--- src/rtl/wb_host_arbiter.sv ---
// Round-robin two-master Wishbone arbiter: mgmt SoC bus (m0) and LA debug master (m1).
// Optional bus watchdog is compiled in with `define WB_ARB_TIMEOUT_EN.
module wb_host_arbiter #(
    parameter int unsigned      AW             = 32,
    parameter int unsigned      DW             = 32,
    parameter int unsigned      TIMEOUT_CYCLES = 255,
    parameter logic [DW-1:0]    TO_DATA        = 32'hDEADBEEF
) (
    input  logic          wb_clk_i,
    input  logic          wb_rst_i,
    input  logic          m0_cyc_i,
    input  logic          m0_stb_i,
    input  logic          m0_we_i,
    input  logic [3:0]    m0_sel_i,
    input  logic [AW-1:0] m0_adr_i,
    input  logic [DW-1:0] m0_dat_i,
    output logic [DW-1:0] m0_dat_o,
    output logic          m0_ack_o,
    input  logic          la_req_i,
    input  logic          la_we_i,
    input  logic [AW-1:0] la_adr_i,
    input  logic [DW-1:0] la_dat_i,
    output logic [DW-1:0] la_dat_o,
    output logic          la_done_o,
    output logic          s_cyc_o,
    output logic          s_stb_o,
    output logic          s_we_o,
    output logic [3:0]    s_sel_o,
    output logic [AW-1:0] s_adr_o,
    output logic [DW-1:0] s_dat_o,
    input  logic [DW-1:0] s_dat_i,
    input  logic          s_ack_i,
    output logic [1:0]    gnt_o,
    output logic          timeout_o
);

    typedef enum logic [1:0] {
        IDLE = 2'd0,
        GNT0 = 2'd1,
        GNT1 = 2'd2
    } state_t;

    state_t        state, state_nxt;
    logic          last, last_nxt;   // master served last: 0 = m0, 1 = m1
    logic          req0, req1;
    logic          to_hit;
    logic          done;

    logic          la_req_q;
    logic          la_rise;
    logic          la_pend;
    logic          la_we;
    logic [AW-1:0] la_adr;
    logic [DW-1:0] la_dat;

    assign req0    = m0_cyc_i & m0_stb_i;
    assign req1    = la_pend;
    assign la_rise = la_req_i & ~la_req_q;
    assign done    = s_ack_i | to_hit;
    assign gnt_o   = {state == GNT1, state == GNT0};

`ifdef WB_ARB_TIMEOUT_EN
    localparam int unsigned CW = ($clog2(TIMEOUT_CYCLES + 1) > 8) ? $clog2(TIMEOUT_CYCLES + 1) : 8;

    logic [CW-1:0] cnt;

    // A real ack in the same cycle takes priority over the watchdog.
    assign to_hit = ((state == GNT1) || ((state == GNT0) && req0)) && !s_ack_i
                    && (cnt == CW'(TIMEOUT_CYCLES - 1));

    always_ff @(posedge wb_clk_i) begin
        if (wb_rst_i) begin
            cnt       <= '0;
            timeout_o <= 1'b0;
        end else begin
            if (state == IDLE)
                cnt <= '0;
            else if (!s_ack_i)
                cnt <= cnt + CW'(1);
            if (to_hit)
                timeout_o <= 1'b1;
        end
    end
`else
    logic unused_cfg;

    assign to_hit     = 1'b0;
    assign timeout_o  = 1'b0;
    assign unused_cfg = ^{TIMEOUT_CYCLES, TO_DATA};
`endif

    always_ff @(posedge wb_clk_i) begin
        if (wb_rst_i) begin
            state <= IDLE;
            last  <= 1'b1;
        end else begin
            state <= state_nxt;
            last  <= last_nxt;
        end
    end

    always_comb begin
        state_nxt = state;
        last_nxt  = last;
        s_cyc_o   = 1'b0;
        s_stb_o   = 1'b0;
        s_we_o    = 1'b0;
        s_sel_o   = '0;
        s_adr_o   = '0;
        s_dat_o   = '0;
        m0_ack_o  = 1'b0;
        m0_dat_o  = s_dat_i;
        case (state)
            IDLE: begin
                if (req0 && (!req1 || last))
                    state_nxt = GNT0;
                else if (req1)
                    state_nxt = GNT1;
            end
            GNT0: begin
                s_cyc_o  = req0;
                s_stb_o  = req0;
                s_we_o   = m0_we_i;
                s_sel_o  = m0_sel_i;
                s_adr_o  = m0_adr_i;
                s_dat_o  = m0_dat_i;
                m0_ack_o = done;
                if (to_hit)
                    m0_dat_o = TO_DATA;
                if (!req0) begin
                    state_nxt = IDLE;
                end else if (done) begin
                    state_nxt = IDLE;
                    last_nxt  = 1'b0;
                end
            end
            GNT1: begin
                s_cyc_o = 1'b1;
                s_stb_o = 1'b1;
                s_we_o  = la_we;
                s_sel_o = 4'hF;
                s_adr_o = la_adr;
                s_dat_o = la_dat;
                if (done) begin
                    state_nxt = IDLE;
                    last_nxt  = 1'b1;
                end
            end
            default: state_nxt = IDLE;
        endcase
    end

    // LA edge capture, pending flag and registered read-back.
    always_ff @(posedge wb_clk_i) begin
        if (wb_rst_i) begin
            la_req_q  <= 1'b0;
            la_pend   <= 1'b0;
            la_we     <= 1'b0;
            la_adr    <= '0;
            la_dat    <= '0;
            la_dat_o  <= '0;
            la_done_o <= 1'b0;
        end else begin
            la_req_q  <= la_req_i;
            la_done_o <= (state == GNT1) && done;
            if ((state == GNT1) && done) begin
                la_pend <= 1'b0;
                if (to_hit)
                    la_dat_o <= TO_DATA;
                else if (!la_we)
                    la_dat_o <= s_dat_i;
            end else if (la_rise && !la_pend) begin
                la_pend <= 1'b1;
                la_we   <= la_we_i;
                la_adr  <= la_adr_i;
                la_dat  <= la_dat_i;
            end
        end
    end

endmodule

--- config.mk ---
export PLATFORM = sky130hd
export DESIGN_NAME = wb_host_arbiter
export DESIGN_NICKNAME = d
export VERILOG_FILES = /design/src/rtl/wb_host_arbiter.sv
export SDC_FILE = /design/constraint.sdc
export NUM_CORES = 1
export LEC_CHECK = 0
export BUFFER_PORTS_ARGS = -buffer_cell sky130_fd_sc_hd__buf_4
export CELL_PAD_IN_SITES_DETAIL_PLACEMENT = 0
export CELL_PAD_IN_SITES_GLOBAL_PLACEMENT = 1
export CORE_AREA = 5 5 132 147
export CTS_CLUSTER_DIAMETER = 60
export DETAILED_ROUTE_END_ITERATION = 10
export DIE_AREA = 0 0 137 152
export PLACE_DENSITY_LB_ADDON = 0.2
export SYNTH_ARGS = -nofsm -noshare
export SYNTH_HDL_FRONTEND = slang
export SYNTH_SLANG_ARGS = --single-unit
--- constraint.sdc ---
create_clock -name wb_clk_i -period 2 [get_ports wb_clk_i]
set_input_delay 0.2 -clock wb_clk_i [delete_from_list [all_inputs] [get_ports wb_clk_i]]
set_output_delay 0.2 -clock wb_clk_i [all_outputs]
set_load 0.1 [all_outputs]
Word level (Yosys, flattened, before mapping). Index checks and enable logic that the tools add are counted.

Muxes and demuxes: 15. Reductions and logical operators: 11. Eq/ne operators: 6. Bitwise operators: 5.

Operators by type and width (number): $pmux W32 S2 (2); $mux W2 (4); $pmux W4 S2 (1); $pmux W1 S2 (3); $pmux W2 S3 (1); $mux W1 (4); $ne A2 B2 Y1 const B (2); $reduce_and A2 Y1 (2); $reduce_and A4 Y1 (1); $logic_and A1 B1 Y1 (3); $ne A3 B3 Y1 const B (1); $not A1 Y1 (3); $and A1 B1 Y1 (2); $eq A2 B1 Y1 const B (1); $eq A2 B2 Y1 const B (1); $logic_not A2 Y1 (1); $ne A2 B1 Y1 const B (1); $reduce_bool A2 Y1 (1); $reduce_or A2 Y1 (1); $logic_not A1 Y1 (1); $logic_or A1 B1 Y1 (1).

Register bits: 103. Input port bits: 172. Output and inout bits: 140.

Longest topological paths before layout.
Depth in word-level cells: 5. Gate-level depth with buffers: 9. Mapped depth without buffers: 6.

Worst setup path before layout. Ideal clock, no wire load.

Kind: reg-to-output. Start: register state[1]. End: output s_stb_o. Required time: 1800 ps. Path slack: -1829 ps. Path buffers: 2. Data arrival time: 3629 ps. Stages on the path, launching flop included: 8. Path through: dfxtp_1 > inv_1 > ha_1 > clkbuf_1 > and3_1 > nor2_1 > nor2b_1 > buf_4.

Word-level cells in the longest chain between the ends: 2. Elaborated cells on any way between the ends: 3. Those cells by class: eq/ne (2); mux (1).

Ends and longest elaborated chain: from (decl) (line 43) `state_t state, state_nxt;`; from (signal assigned) (line 97) `state <= state_nxt;`; $eq A2 B1 Y1; named net gnt_o[0] (line 33) `output logic [1:0] gnt_o,`; $pmux W1 S2 (line 113) `case (state)`; to (decl) (line 26) `output logic s_stb_o,`.

The timed path passes the listed nets, and every way through them passes these cells.

Final worst setup path.
Start: register state[0]. End: output s_adr_o[17].

Word-level cells in the longest chain between the ends: 2. Elaborated cells on any way between the ends: 3. Those cells by class: eq/ne (2); mux (1).

Ends and longest elaborated chain: $eq A2 B2 Y1 or $eq A2 B1 Y1 (tied branches) (line 113); $pmux W32 S2 * (line 113); to (decl) (line 29) `output logic [AW-1:0] s_adr_o,`.

Mark *: on every way between the ends. The rest lies on a longest branch, timed or not.

==> results.toml <==
[drt]
wl_per_cell_um = 17.4
drc = 0
viasPerCell = 4.68
detailroute.via_count = 5450
drt_iter0_drc = 233
postRouteWirelength_mm = 20.2
drtPass1Iterations = 6
ant_nets = 0

[global_route]
track_usage = 0.179
gr-total-overflow = 0
grt_max_degree = 80
antenna_found_initial = 0
grt_pass1_vias = 5208
grt_pass1_wl_mm = 29.4

[clock_network]
clock_path_buffers = 2
root_buffer = "clkbuf_16"
cts.sinks = 103
htree_num_levels = 3
path_clk_slew_ns = 0.08
cts_tree = "done"
cts_buffers = 9
insertion_delay_ns = 0.35
ctsHoldBuffers = 0

[die]
io_pins = 312
num_rows = 52
die-width_um = 137
die_area_sq_um = 20800
start_util = 0.283
core_sq_um = 17900
die_height_um = 152

[synth]
yosysUniqueCellTypes = 31
ys_top_cells_by_area = "dfxtp_1 41%, nand2_1 15%, a21oi_1 10%"
netlist_instances = 663
synth-simple-area-share = 0.255
syn_nets = 840
synth.cell_area_sq_um = 5060
synth_warnings = 0
avgSynthCellArea_sq_um = 7.63
yosysSeqAreaShare = 0.408
yosysTopAreaCellShare = 0.408
muxShareOfSynthArea = 0
synth-xor-area-share = 0
synth_compound_area_frac = 0.211
synthAdderAreaFrac = 0.0124
synth_top_family_by_area = "simple AND/OR/NAND/NOR gates"
yosysTopAreaCell = "dfxtp_1"
ys_ff_latch = 103

[sta]
timing.hold.ws_ns = 0.0784
timing.fmax_ghz = 0.507
clock_skew_ns = 0.0133
finalSetupViolCount = 0
tightest_slew_ns = 0.675
period_share = 0.986
hold_viol = 0
maxSlewViolCount = 0
rsz0062_at_grt = "yes"
tns_ns = 0
finalCriticalPeriod_ns = 1.97
maxSlewHeadroom = 0.550

[worst_hold_path]
min_path_type = "input pin to flop"
min-delay-start = "la_req_i"

[setup_path]
cp_max_fo = 33
max_stage_delay_ns = 0.36
cp_common_cell = "buf_12"
cp_top_family = "buffers and inverters"
reg2reg_from = "state[1]"
startpoint = "state[0]"
crit_slowest_cell = "dfxtp_4"
worst_setup_path_end_kind = "output pin"
arrival_ns = 1.77
startpoint_type = "flop"
path_cells = "buf_4 > ha_4 > buf_12 > a22oi_1 > nor2b_4 > buf_12"
required_ns = 1.80
path_buf_inv = 3
critPathKind = "flop to output pin"

[power]
power_mw = 6.25
power_density_nw_per_um2 = 669
power.leakage_nw = 3.60
peakVddDrop_mv = 0.485

[final_layout]
area_growth_pct = 84.5
fin_nets = 1093
seqCellArea_sq_um = 2070
multi_input_area_sq_um = 3070
drive_gt1_frac = 0.484
nFillCells = 1706
final_area_sq_um = 9340
diodes = 0

[placement]
dp_hpwl_mm = 13.7
place_congestion = 0.739
numPortBuffers = 310
dpl_cell_area_sq_um = 7940

[run_status]
status = "complete, no violations"

[job]
drv_cap = 0
state kept, by name, indices dropped and copies added (netlist names):
signal	cells
la_done_o	1
la_we	1
la_pend	1
la_dat	32
state	2
last	1
la_adr	32
la_dat_o	32
la_req_q	1
final timing paths:
path	to	slack (ns)	cells past startpoint
worst max register to register	la_dat_o[10]	0.28	6
worst min-delay path	la_req_q	0.08	2
worst max-delay path	s_adr_o[17]	0.03	6
worst min register to register	la_dat_o[27]	0.46	2
worst reg2reg max path, stage by stage, from the launching register on:
cell and delay [ns]:
dfxtp_4 0.37, buf_4 0.16, ha_4 0.18, nand2_4 0.09
or2_2 0.55, nand2_1 0.13, a21oi_1 0.17
report_power, final:
| group | internal [mW] | switching, mW |
|---|---|---|
| clock network | 1.01 | 0.848 |
| logic | 0.876 | 1.29 |
| registers | 2.15 | 0.0647 |
stage by stage:
step                utilization  setup WS, ns  cells
floorplan                     -        -0.167    663
global placement          0.443         0.217   1141
detailed placement        0.443         0.172   1141
CTS                       0.482       -0.0136   1159
global route              0.522       -0.0226   1164
finish                    0.522        0.0285   1164
cells in the mapped netlist:
master / n
a221o_1: 1
buf_4: 37
nor2_1: 4
a221oi_1: 1
nor3b_1: 1
buf_6: 9
clkbuf_1: 27
buf_1: 5
o211ai_1: 1
inv_1: 3
a21oi_1: 104
a22oi_1: 65
o31ai_1: 1
a2bb2oi_1: 1
nand2_4: 1
nand2b_1: 1
buf_2: 13
nand2_1: 196
nand3b_1: 1
nor3_1: 2
and3b_1: 1
or2_2: 1
o211a_1: 1
nor3b_2: 1
and3_1: 1
ha_1: 5
nor2b_1: 73
o21ai_0: 1
dfxtp_1: 103
and2_1: 1
conb_1: 1
timing repair:
action | CTS | global route
buffers inserted | 0 | 2
gates cloned | 2 | 3
gates resized for setup | 87 | 141
pin swaps | 0 | 1
setup endpoints to repair | 71 | 69
logic make-up (layout without fill, tap and decap cells):
logic type               count (synthesis)  count (layout)
AND/OR/NAND/NOR                        284             284
AO/OA/AOI/OAI                          176             176
flip-flops                             103             103
buffers and inverters                   94             352
adder cells (fa/ha/maj)                  5               5
other                                    1               1
area by class of cell:
class | count | area share
sequential | 103 | 0.222
multi-input combinational | 466 | 0.329
tap | 243 | 0.0326
inverter | 3 | 0.00174
timing repair buffer | 333 | 0.382
clock buffer | 10 | 0.0256
clock inverter | 6 | 0.00737
layer usage:
layer | share of wire | global-route usage | vias to the layer above
met2 | 0.50 | 0.302 | 206
met4 | 0.023 | 0.0618 | 0
met1 | 0.39 | 0.217 | 2537
met3 | 0.081 | 0.0486 | 30
li1 | - | - | 2677
met5 | 0 | 0 | -
layout by cell type (no fill, tap or decap), drive strengths merged, types with 2 or more instances in the layout:
| master | n |
|---|---|
| dfxtp | 103 |
| nor3b | 2 |
| clkbuf | 13 |
| ha | 5 |
| a21oi | 104 |
| clkinv | 3 |
| nor2b | 73 |
| nor3 | 2 |
| nand2 | 197 |
| a22oi | 65 |
| nor2 | 4 |
| inv | 4 |
| buf | 330 |
Note: power is estimated with default switching activity, not from simulation.
